[config.mk]
export PLATFORM = sky130hd
export DESIGN_NAME = conv_mac_acc_flat
export DESIGN_NICKNAME = d
export VERILOG_FILES = /design/src/rtl/conv_pkg.sv /design/src/rtl/conv_mac_acc_if.sv /design/src/rtl/mac_adder_tree.sv /design/src/rtl/conv_mac_acc.sv /design/src/flat_wrapper.sv
export SDC_FILE = /design/constraint.sdc
export NUM_CORES = 2
export LEC_CHECK = 0
export ABC_AREA = 1
export BUFFER_PORTS_ARGS = -buffer_cell sky130_fd_sc_hd__buf_2
export CAP_MARGIN = 20
export CORE_ASPECT_RATIO = 0.8
export CORE_MARGIN = 4
export CORE_UTILIZATION = 30
export CTS_CLUSTER_DIAMETER = 40
export DETAILED_ROUTE_END_ITERATION = 10
export MAX_ROUTING_LAYER = met4
export SYNTH_ARGS = -nofsm -noshare
export SYNTH_HDL_FRONTEND = slang
export SYNTH_SLANG_ARGS = --single-unit
export TNS_END_PERCENT = 10
[constraint.sdc]
create_clock -name clk_i -period 15.5 [get_ports clk_i]
set_clock_uncertainty 0.2 [all_clocks]
set_input_delay 0.775 -clock clk_i [delete_from_list [all_inputs] [get_ports clk_i]]
set_output_delay 0.775 -clock clk_i [all_outputs]
set_load 0.01 [all_outputs]
[src/rtl/conv_pkg.sv]
// rtl/conv_pkg.sv - shared constants and helpers for the conv MAC accumulator
package conv_pkg;

  localparam int K_DEF    = 3;
  localparam int DW_DEF   = 8;
  localparam int ACCW_DEF = 32;
  localparam int OW_DEF   = 8;
  localparam int SHW_DEF  = 5;

  function automatic int clog2(input int value);
    int r;
    r = 0;
    while ((1 << r) < value) r++;
    return r;
  endfunction

  // Floor shift, then clamp into the signed ow-bit range; caller keeps the low ow bits.
  function automatic logic signed [63:0] sat_shift(input logic signed [63:0] value,
                                                   input int shift, input int ow);
    logic signed [63:0] v;
    logic signed [63:0] hi;
    logic signed [63:0] lo;
    v  = value >>> shift;
    hi = (64'sd1 <<< (ow - 1)) - 64'sd1;
    lo = -(64'sd1 <<< (ow - 1));
    if (v > hi) return hi;
    if (v < lo) return lo;
    return v;
  endfunction

endpackage

[src/rtl/conv_mac_acc_if.sv]
// rtl/conv_mac_acc_if.sv - beat input and result output streams of conv_mac_acc
interface conv_mac_acc_if #(
  parameter int K    = conv_pkg::K_DEF,
  parameter int DW   = conv_pkg::DW_DEF,
  parameter int ACCW = conv_pkg::ACCW_DEF,
  parameter int OW   = conv_pkg::OW_DEF,
  parameter int SHW  = conv_pkg::SHW_DEF
);
  localparam int N = K * K;

  logic            in_valid_i;
  logic            in_ready_o;
  logic            in_last_i;
  logic [N*DW-1:0] pix_i;
  logic [N*DW-1:0] wgt_i;
  logic [ACCW-1:0] bias_i;
  logic [SHW-1:0]  shift_i;
  logic            relu_en_i;
  logic            out_valid_o;
  logic            out_ready_i;
  logic [OW-1:0]   out_data_o;
  logic [15:0]     ch_cnt_o;

  modport slave (
    input  in_valid_i, in_last_i, pix_i, wgt_i, bias_i, shift_i, relu_en_i, out_ready_i,
    output in_ready_o, out_valid_o, out_data_o, ch_cnt_o
  );

  modport master (
    output in_valid_i, in_last_i, pix_i, wgt_i, bias_i, shift_i, relu_en_i, out_ready_i,
    input  in_ready_o, out_valid_o, out_data_o, ch_cnt_o
  );
endinterface

[src/rtl/mac_adder_tree.sv]
// rtl/mac_adder_tree.sv - combinational balanced signed adder tree over N terms
module mac_adder_tree import conv_pkg::*; #(
  parameter  int N  = 9,
  parameter  int IW = 16,
  localparam int LV = clog2(N),
  localparam int SW = IW + LV
) (
  input  logic [N*IW-1:0]  terms,
  output logic signed [SW-1:0] sum
);
  localparam int P = 1 << LV;

  // Leaves padded to a power of two so every level pairs cleanly.
  logic signed [SW-1:0] node [LV+1][P];

  for (genvar j = 0; j < P; j++) begin : g_leaf
    if (j < N) begin : g_in
      assign node[0][j] = SW'($signed(terms[j*IW +: IW]));
    end else begin : g_pad
      assign node[0][j] = '0;
    end
  end

  for (genvar l = 0; l < LV; l++) begin : g_lvl
    for (genvar j = 0; j < P; j++) begin : g_node
      if (j < (P >> (l + 1))) begin : g_add
        assign node[l+1][j] = node[l][2*j] + node[l][2*j+1];
      end else begin : g_idle
        assign node[l+1][j] = '0;
      end
    end
  end

  assign sum = node[LV][0];
endmodule

[src/rtl/conv_mac_acc.sv]
// rtl/conv_mac_acc.sv - pipelined KxK MAC accumulating channels into a saturated output pixel
module conv_mac_acc import conv_pkg::*; #(
  parameter int K    = K_DEF,
  parameter int DW   = DW_DEF,
  parameter int ACCW = ACCW_DEF,
  parameter int OW   = OW_DEF,
  parameter int SHW  = SHW_DEF
) (
  input logic           clk_i,
  input logic           rst_i,
  conv_mac_acc_if.slave bus
);
  localparam int N  = K * K;
  localparam int PW = 2 * DW;
  localparam int SW = PW + clog2(N);

  logic en;
  logic first_flag;

  logic                   s1_valid, s1_last, s1_first, s1_relu;
  logic [N*PW-1:0]        s1_prod;
  logic signed [ACCW-1:0] s1_bias;
  logic [SHW-1:0]         s1_shift;

  logic signed [SW-1:0]   tree_sum;

  logic                   s2_valid, s2_last, s2_first, s2_relu;
  logic signed [SW-1:0]   s2_sum;
  logic signed [ACCW-1:0] s2_bias;
  logic [SHW-1:0]         s2_shift;

  logic signed [ACCW-1:0] acc, acc_next, relu_v;
  logic                   out_valid;
  logic [OW-1:0]          out_data;
  logic [15:0]            ch_cnt;

  // A held result blocks the whole pipeline so nothing is overwritten.
  assign en              = !(out_valid && !bus.out_ready_i);
  assign bus.in_ready_o  = en;
  assign bus.out_valid_o = out_valid;
  assign bus.out_data_o  = out_data;
  assign bus.ch_cnt_o    = ch_cnt;

  always_ff @(posedge clk_i) begin
    if (rst_i) begin
      first_flag <= 1'b1;
      s1_valid   <= 1'b0;
      s1_last    <= 1'b0;
      s1_first   <= 1'b0;
      s1_relu    <= 1'b0;
      s1_prod    <= '0;
      s1_bias    <= '0;
      s1_shift   <= '0;
    end else if (en) begin
      s1_valid <= bus.in_valid_i;
      if (bus.in_valid_i) begin
        for (int j = 0; j < N; j++)
          s1_prod[j*PW +: PW] <= PW'($signed(bus.pix_i[j*DW +: DW])) *
                                 PW'($signed(bus.wgt_i[j*DW +: DW]));
        s1_last    <= bus.in_last_i;
        s1_first   <= first_flag;
        s1_relu    <= bus.relu_en_i;
        s1_bias    <= bus.bias_i;
        s1_shift   <= bus.shift_i;
        first_flag <= bus.in_last_i;
      end
    end
  end

  mac_adder_tree #(.N(N), .IW(PW)) u_tree (
    .terms (s1_prod),
    .sum   (tree_sum)
  );

  always_ff @(posedge clk_i) begin
    if (rst_i) begin
      s2_valid <= 1'b0;
      s2_last  <= 1'b0;
      s2_first <= 1'b0;
      s2_relu  <= 1'b0;
      s2_sum   <= '0;
      s2_bias  <= '0;
      s2_shift <= '0;
    end else if (en) begin
      s2_valid <= s1_valid;
      s2_last  <= s1_last;
      s2_first <= s1_first;
      s2_relu  <= s1_relu;
      s2_sum   <= tree_sum;
      s2_bias  <= s1_bias;
      s2_shift <= s1_shift;
    end
  end

  always_comb begin
    acc_next = (s2_first ? s2_bias : acc) + ACCW'(s2_sum);
    relu_v   = (s2_relu && acc_next[ACCW-1]) ? '0 : acc_next;
  end

  always_ff @(posedge clk_i) begin
    if (rst_i) begin
      acc       <= '0;
      ch_cnt    <= '0;
      out_valid <= 1'b0;
      out_data  <= '0;
    end else if (en) begin
      out_valid <= s2_valid && s2_last;
      if (s2_valid) begin
        acc    <= acc_next;
        ch_cnt <= s2_first ? 16'd1 : ((ch_cnt == 16'hFFFF) ? ch_cnt : ch_cnt + 16'd1);
        if (s2_last)
          out_data <= OW'(sat_shift(64'(relu_v), int'(s2_shift), OW));
      end
    end
  end
endmodule

[src/flat_wrapper.sv]
// flat-port wrapper written by rule: the top's interface ports become plain ports
module conv_mac_acc_flat import conv_pkg::*;
#(
  parameter int K    = K_DEF,
  parameter int DW   = DW_DEF,
  parameter int ACCW = ACCW_DEF,
  parameter int OW   = OW_DEF,
  parameter int SHW  = SHW_DEF
)
  (clk_i, rst_i, bus_in_valid_i, bus_in_last_i, bus_pix_i, bus_wgt_i, bus_bias_i, bus_shift_i, bus_relu_en_i, bus_out_ready_i, bus_in_ready_o, bus_out_valid_o, bus_out_data_o, bus_ch_cnt_o);
  conv_mac_acc_if #(.K(K), .DW(DW), .ACCW(ACCW), .OW(OW), .SHW(SHW)) bus_i ();
  input logic clk_i;
  input logic rst_i;
  input wire logic [$bits(bus_i.in_valid_i)-1:0] bus_in_valid_i;
  input wire logic [$bits(bus_i.in_last_i)-1:0] bus_in_last_i;
  input wire logic [$bits(bus_i.pix_i)-1:0] bus_pix_i;
  input wire logic [$bits(bus_i.wgt_i)-1:0] bus_wgt_i;
  input wire logic [$bits(bus_i.bias_i)-1:0] bus_bias_i;
  input wire logic [$bits(bus_i.shift_i)-1:0] bus_shift_i;
  input wire logic [$bits(bus_i.relu_en_i)-1:0] bus_relu_en_i;
  input wire logic [$bits(bus_i.out_ready_i)-1:0] bus_out_ready_i;
  output wire logic [$bits(bus_i.in_ready_o)-1:0] bus_in_ready_o;
  output wire logic [$bits(bus_i.out_valid_o)-1:0] bus_out_valid_o;
  output wire logic [$bits(bus_i.out_data_o)-1:0] bus_out_data_o;
  output wire logic [$bits(bus_i.ch_cnt_o)-1:0] bus_ch_cnt_o;
  assign bus_i.in_valid_i = bus_in_valid_i;
  assign bus_i.in_last_i = bus_in_last_i;
  assign bus_i.pix_i = bus_pix_i;
  assign bus_i.wgt_i = bus_wgt_i;
  assign bus_i.bias_i = bus_bias_i;
  assign bus_i.shift_i = bus_shift_i;
  assign bus_i.relu_en_i = bus_relu_en_i;
  assign bus_i.out_ready_i = bus_out_ready_i;
  assign bus_in_ready_o = bus_i.in_ready_o;
  assign bus_out_valid_o = bus_i.out_valid_o;
  assign bus_out_data_o = bus_i.out_data_o;
  assign bus_ch_cnt_o = bus_i.ch_cnt_o;
  conv_mac_acc #(.K(K), .DW(DW), .ACCW(ACCW), .OW(OW), .SHW(SHW)) u_core (.clk_i(clk_i), .rst_i(rst_i), .bus(bus_i));
endmodule
==> load_flow_metrics.sql <==
INSERT INTO impl_metrics (metric_group, metric, value, unit) VALUES
('routing', 'met3RoutedLength', '3461', 'µm'),
('floorplanning', 'core.rowCount', '121', ''),
('global_route', 'grt_antenna_before_repair', '5', ''),
('place', 'gpl.final_weighted_congestion', '0.8959', ''),
('sta', 'setup_tns_after_final_layout', '0', 'ns'),
('routing', 'route.antenna.remaining_nets', '0', ''),
('floorplanning', 'starting_utilization_of_the_core_area', '0.3021', ''),
('cts', 'clock_latency', '0.62', 'ns'),
('worst_setup_path', 'critPathMaxStageDelay', '0.51', 'ns'),
('routing', 'route.detailed.wl_per_inst', '14.57', 'µm'),
('power', 'vdd.ir_drop.worst', '526.4', 'µV'),
('routing', 'detailroute.wirelength.met2', '54870', 'µm'),
('place', 'pre_cts_slack', '9.258', 'ns'),
('cts', 'cts.htree.levels', '2', ''),
('worst_setup_path', 'crit_path_class', 'reg2reg', ''),
('worst_setup_path', 'critPathLaunchType', 'register', ''),
('floorplanning', 'ios', '213', ''),
('finish', 'layout.core_utilization', '0.3340', ''),
('power', 'powerDensity', '233.1', 'nW/µm²'),
('cts', 'clock_tree.root_cell', 'clkbuf_16', ''),
('power', 'power_leakage', '25.56', 'nW'),
('finish', 'final_instance_area', '45400', 'µm²'),
('global_route', 'grt_overflow_total', '0', ''),
('sta', 'timing.final.hold_violations', '0', ''),
('cts', 'max-clock-path-buffers', '3', ''),
('cts', 'post-cts-setup-buffer-count', '0', ''),
('floorplanning', 'core_region_area', '136000', 'µm²'),
('worst_setup_path', 'cp_data_arrival_time', '6.65', 'ns'),
('sta', 'worst_slew_margin_rel', '0.2914', ''),
('floorplanning', 'chipWidth', '421.7', 'µm'),
('yosys', 'synthesis.yosys.warnings', '0', ''),
('yosys', 'yosys_register_bits', '304', ''),
('power', 'power.net_switching', '0.005502', 'W'),
('finish', 'nFillCells', '14567', ''),
('yosys', 'dominantRegCellSynth', 'dfxtp_1', ''),
('cts', 'cts-hold-fix-buffers', '0', ''),
('min_path', 'timing.hold.worst.start', 'bus_bias_i[30]', ''),
('worst_setup_path', 'cp_data_required_time', '15.84', 'ns'),
('sta', 'postLayoutSetupSlackWorst', '9.185', 'ns'),
('sta', 'fmaxAchievable', '0.1583', 'GHz'),
('routing', 'drt_iter0_markers', '1820', ''),
('floorplanning', 'chipHeight', '338.9', 'µm'),
('power', 'intPower', '0.005083', 'W'),
('routing', 'routed_wirelength', '107700', 'µm'),
('cts', 'post_cts_sizing_count', '0', ''),
('yosys', 'synth-edff-count', '0', ''),
('sta', 'setup_repair_after_global_routing_missed_its_margin', 'no', ''),
('yosys', 'seq_area_frac_synth', '0.1482', ''),
('finish', 'nets', '6671', ''),
('yosys', 'synthDistinctLibCells', '46', ''),
('floorplanning', 'die_area', '142900', 'µm²'),
('sta', 'timing.final.setup_violations', '0', ''),
('sta', 'layout_worst_path_cycle_share', '0.4074', ''),
('sta', 'transition_at_the_pin_with_the_smallest_max_transition_slack', '1.062', 'ns'),
('routing', 'number_of_iterations_in_the_first_detailed_routing_pass', '5', ''),
('finish', 'final_cells', '7391', ''),
('yosys', 'netlist_area', '41070', 'µm²'),
('yosys', 'synthesis.nets', '6657', ''),
('place', 'post-dp-hpwl', '89790', 'µm'),
('status', 'run_status', 'finished, final reports clean', ''),
('min_path', 'min-delay-path-class', 'in2reg', ''),
('power', 'power.sequential.fraction', '0.105', ''),
('yosys', 'syn-instance-count', '5544', ''),
('finish', 'area_delta_synth_final', '10.56', '%'),
('cts', 'clock_sinks', '304', ''),
('sta', 'fin_crit', '6.315', 'ns'),
('place', 'placed_area', '43430', 'µm²'),
('worst_setup_path', 'reg2reg_from', 'u_core.s1_prod[65]', ''),
('yosys', 'async_reset_ff_frac', '0', ''),
('global_route', 'globalRouteTotalUtil', '0.1561', ''),
('global_route', 'grt_pass1_vias', '34168', '');
[state kept, by name, indices dropped and copies added, names as in the netlist, 8 cells and up]
name                   flops
u_core.bus.out_data_o      8
u_core.s2_sum             20
u_core.s2_bias            32
u_core.s1_bias            32
u_core.s1_prod           144
u_core.acc                32
u_core.bus.ch_cnt_o       16
[power groups by stage]
stage	registers [W]	clock network [W]	logic (W)
2_1_floorplan	0.00107	0	0.00629
6_report	0.00112	0.00127	0.00819
3_3_place_gp	0.00113	0	0.00809
5_1_grt	0.00113	0.00134	0.00944
4_1_cts	0.00112	0.00130	0.00826
3_5_place_dp	0.00113	0	0.00818
[path summary, 6_finish.rpt]
| check | endpoint | slack (ns) | depth (start not counted) |
|---|---|---|---|
| worst max-delay path | u_core.s2_sum[18] | 9.18 | 29 |
| worst min-delay path | u_core.s1_bias[30] | 0.22 | 3 |
| worst max register to register | u_core.s2_sum[18] | 9.18 | 29 |
| worst min register to register | u_core.bus.out_data_o[7] | 0.27 | 2 |
[placed cells by master (no fill, tap or decap), drive strengths merged, types with 6 or more instances in the layout]
cell | synthesis | final
or2 | 60 | 60
xnor2 | 70 | 70
buf | 23 | 225
o21bai | 41 | 41
fa | 581 | 581
ha | 345 | 345
nand3 | 250 | 250
nor2 | 454 | 454
a211oi | 13 | 13
dfxtp | 304 | 304
nand4 | 6 | 6
nand2 | 997 | 997
a21oi | 283 | 283
o21ai | 371 | 371
clkinv | 5 | 14
bufinv | 0 | 8
clkbuf | 245 | 66
inv | 1295 | 1310
xor2 | 146 | 146
nor3 | 12 | 12
[layer usage]
layer,GRT usage,vias to the layer above
li1,-,16666
met1,0.1889,16108
met2,0.2774,521
met3,0.01695,141
met4,0.03942,0
met5,-,-
[stage by stage]
| stage | power (W) | hold WS [ns] |
|---|---|---|
| floorplan | 0.007360 | 0.2368 |
| global placement | 0.009223 | 0.2520 |
| detailed placement | 0.009317 | 0.2570 |
| CTS | 0.01069 | 0.1862 |
| global route | 0.01191 | 0.2205 |
| finish | 0.01058 | 0.2215 |
[kinds of logic after synthesis]
logic type	share of synthesized area
flops	0.1482
compound gates	0.09561
buf+inv	0.1445
simple gates	0.1773
fa+ha+maj	0.3883
xor+xnor	0.04607
[critical path, delay by kind of cell, from the launching register on]
family | cells | cell delay [ns]
DFF | 1 | 0.30
and+or+nand+nor | 8 | 1.09
adders and majority gates | 6 | 2.51
AOI/OAI and AO/OA | 10 | 1.64
xor gates and xnor gates | 1 | 0.24
buffers and inverters | 4 | 0.26
[layout make-up]
cell class	count	area [µm²]	area share
diodes	4	10.01	0.0002205
repair buffers	225	1161	0.02557
multi-input cells	3672	29060	0.6401
well taps	1783	2231	0.04913
inverters	1300	4887	0.1076
clock buffers	66	1468	0.03232
clock inverters	37	499.2	0.01100
flip-flops and latches	304	6086	0.1340
[cell usage after synthesis (3+ instances only)]
master | instances | share of area
clkinv_1 | 5 | 0.00046
nor2_1 | 454 | 0.041
buf_2 | 7 | 0.00085
nand3b_1 | 5 | 0.00091
o211ai_1 | 5 | 0.00091
nand3_2 | 3 | 0.00073
nor3_1 | 12 | 0.0015
dfxtp_1 | 304 | 0.15
or2_2 | 60 | 0.0091
inv_2 | 3 | 0.00027
o21bai_1 | 41 | 0.0075
nand3_1 | 247 | 0.030
fa_1 | 581 | 0.28
nand2_2 | 5 | 0.00076
buf_1 | 10 | 0.00091
a21o_1 | 5 | 0.00091
o21ai_1 | 4 | 0.00049
inv_1 | 1292 | 0.12
a31oi_1 | 3 | 0.00046
a21oi_1 | 282 | 0.034
clkbuf_1 | 244 | 0.022
ha_1 | 345 | 0.11
a211oi_1 | 13 | 0.0024
xnor2_1 | 70 | 0.015
nand2_1 | 992 | 0.091
o31ai_1 | 5 | 0.00091
o21ai_0 | 367 | 0.045
buf_6 | 4 | 0.0011
nand4_1 | 6 | 0.00091
and2_1 | 3 | 0.00046
xor2_1 | 146 | 0.031
Power figures use the tool's default switching activity.
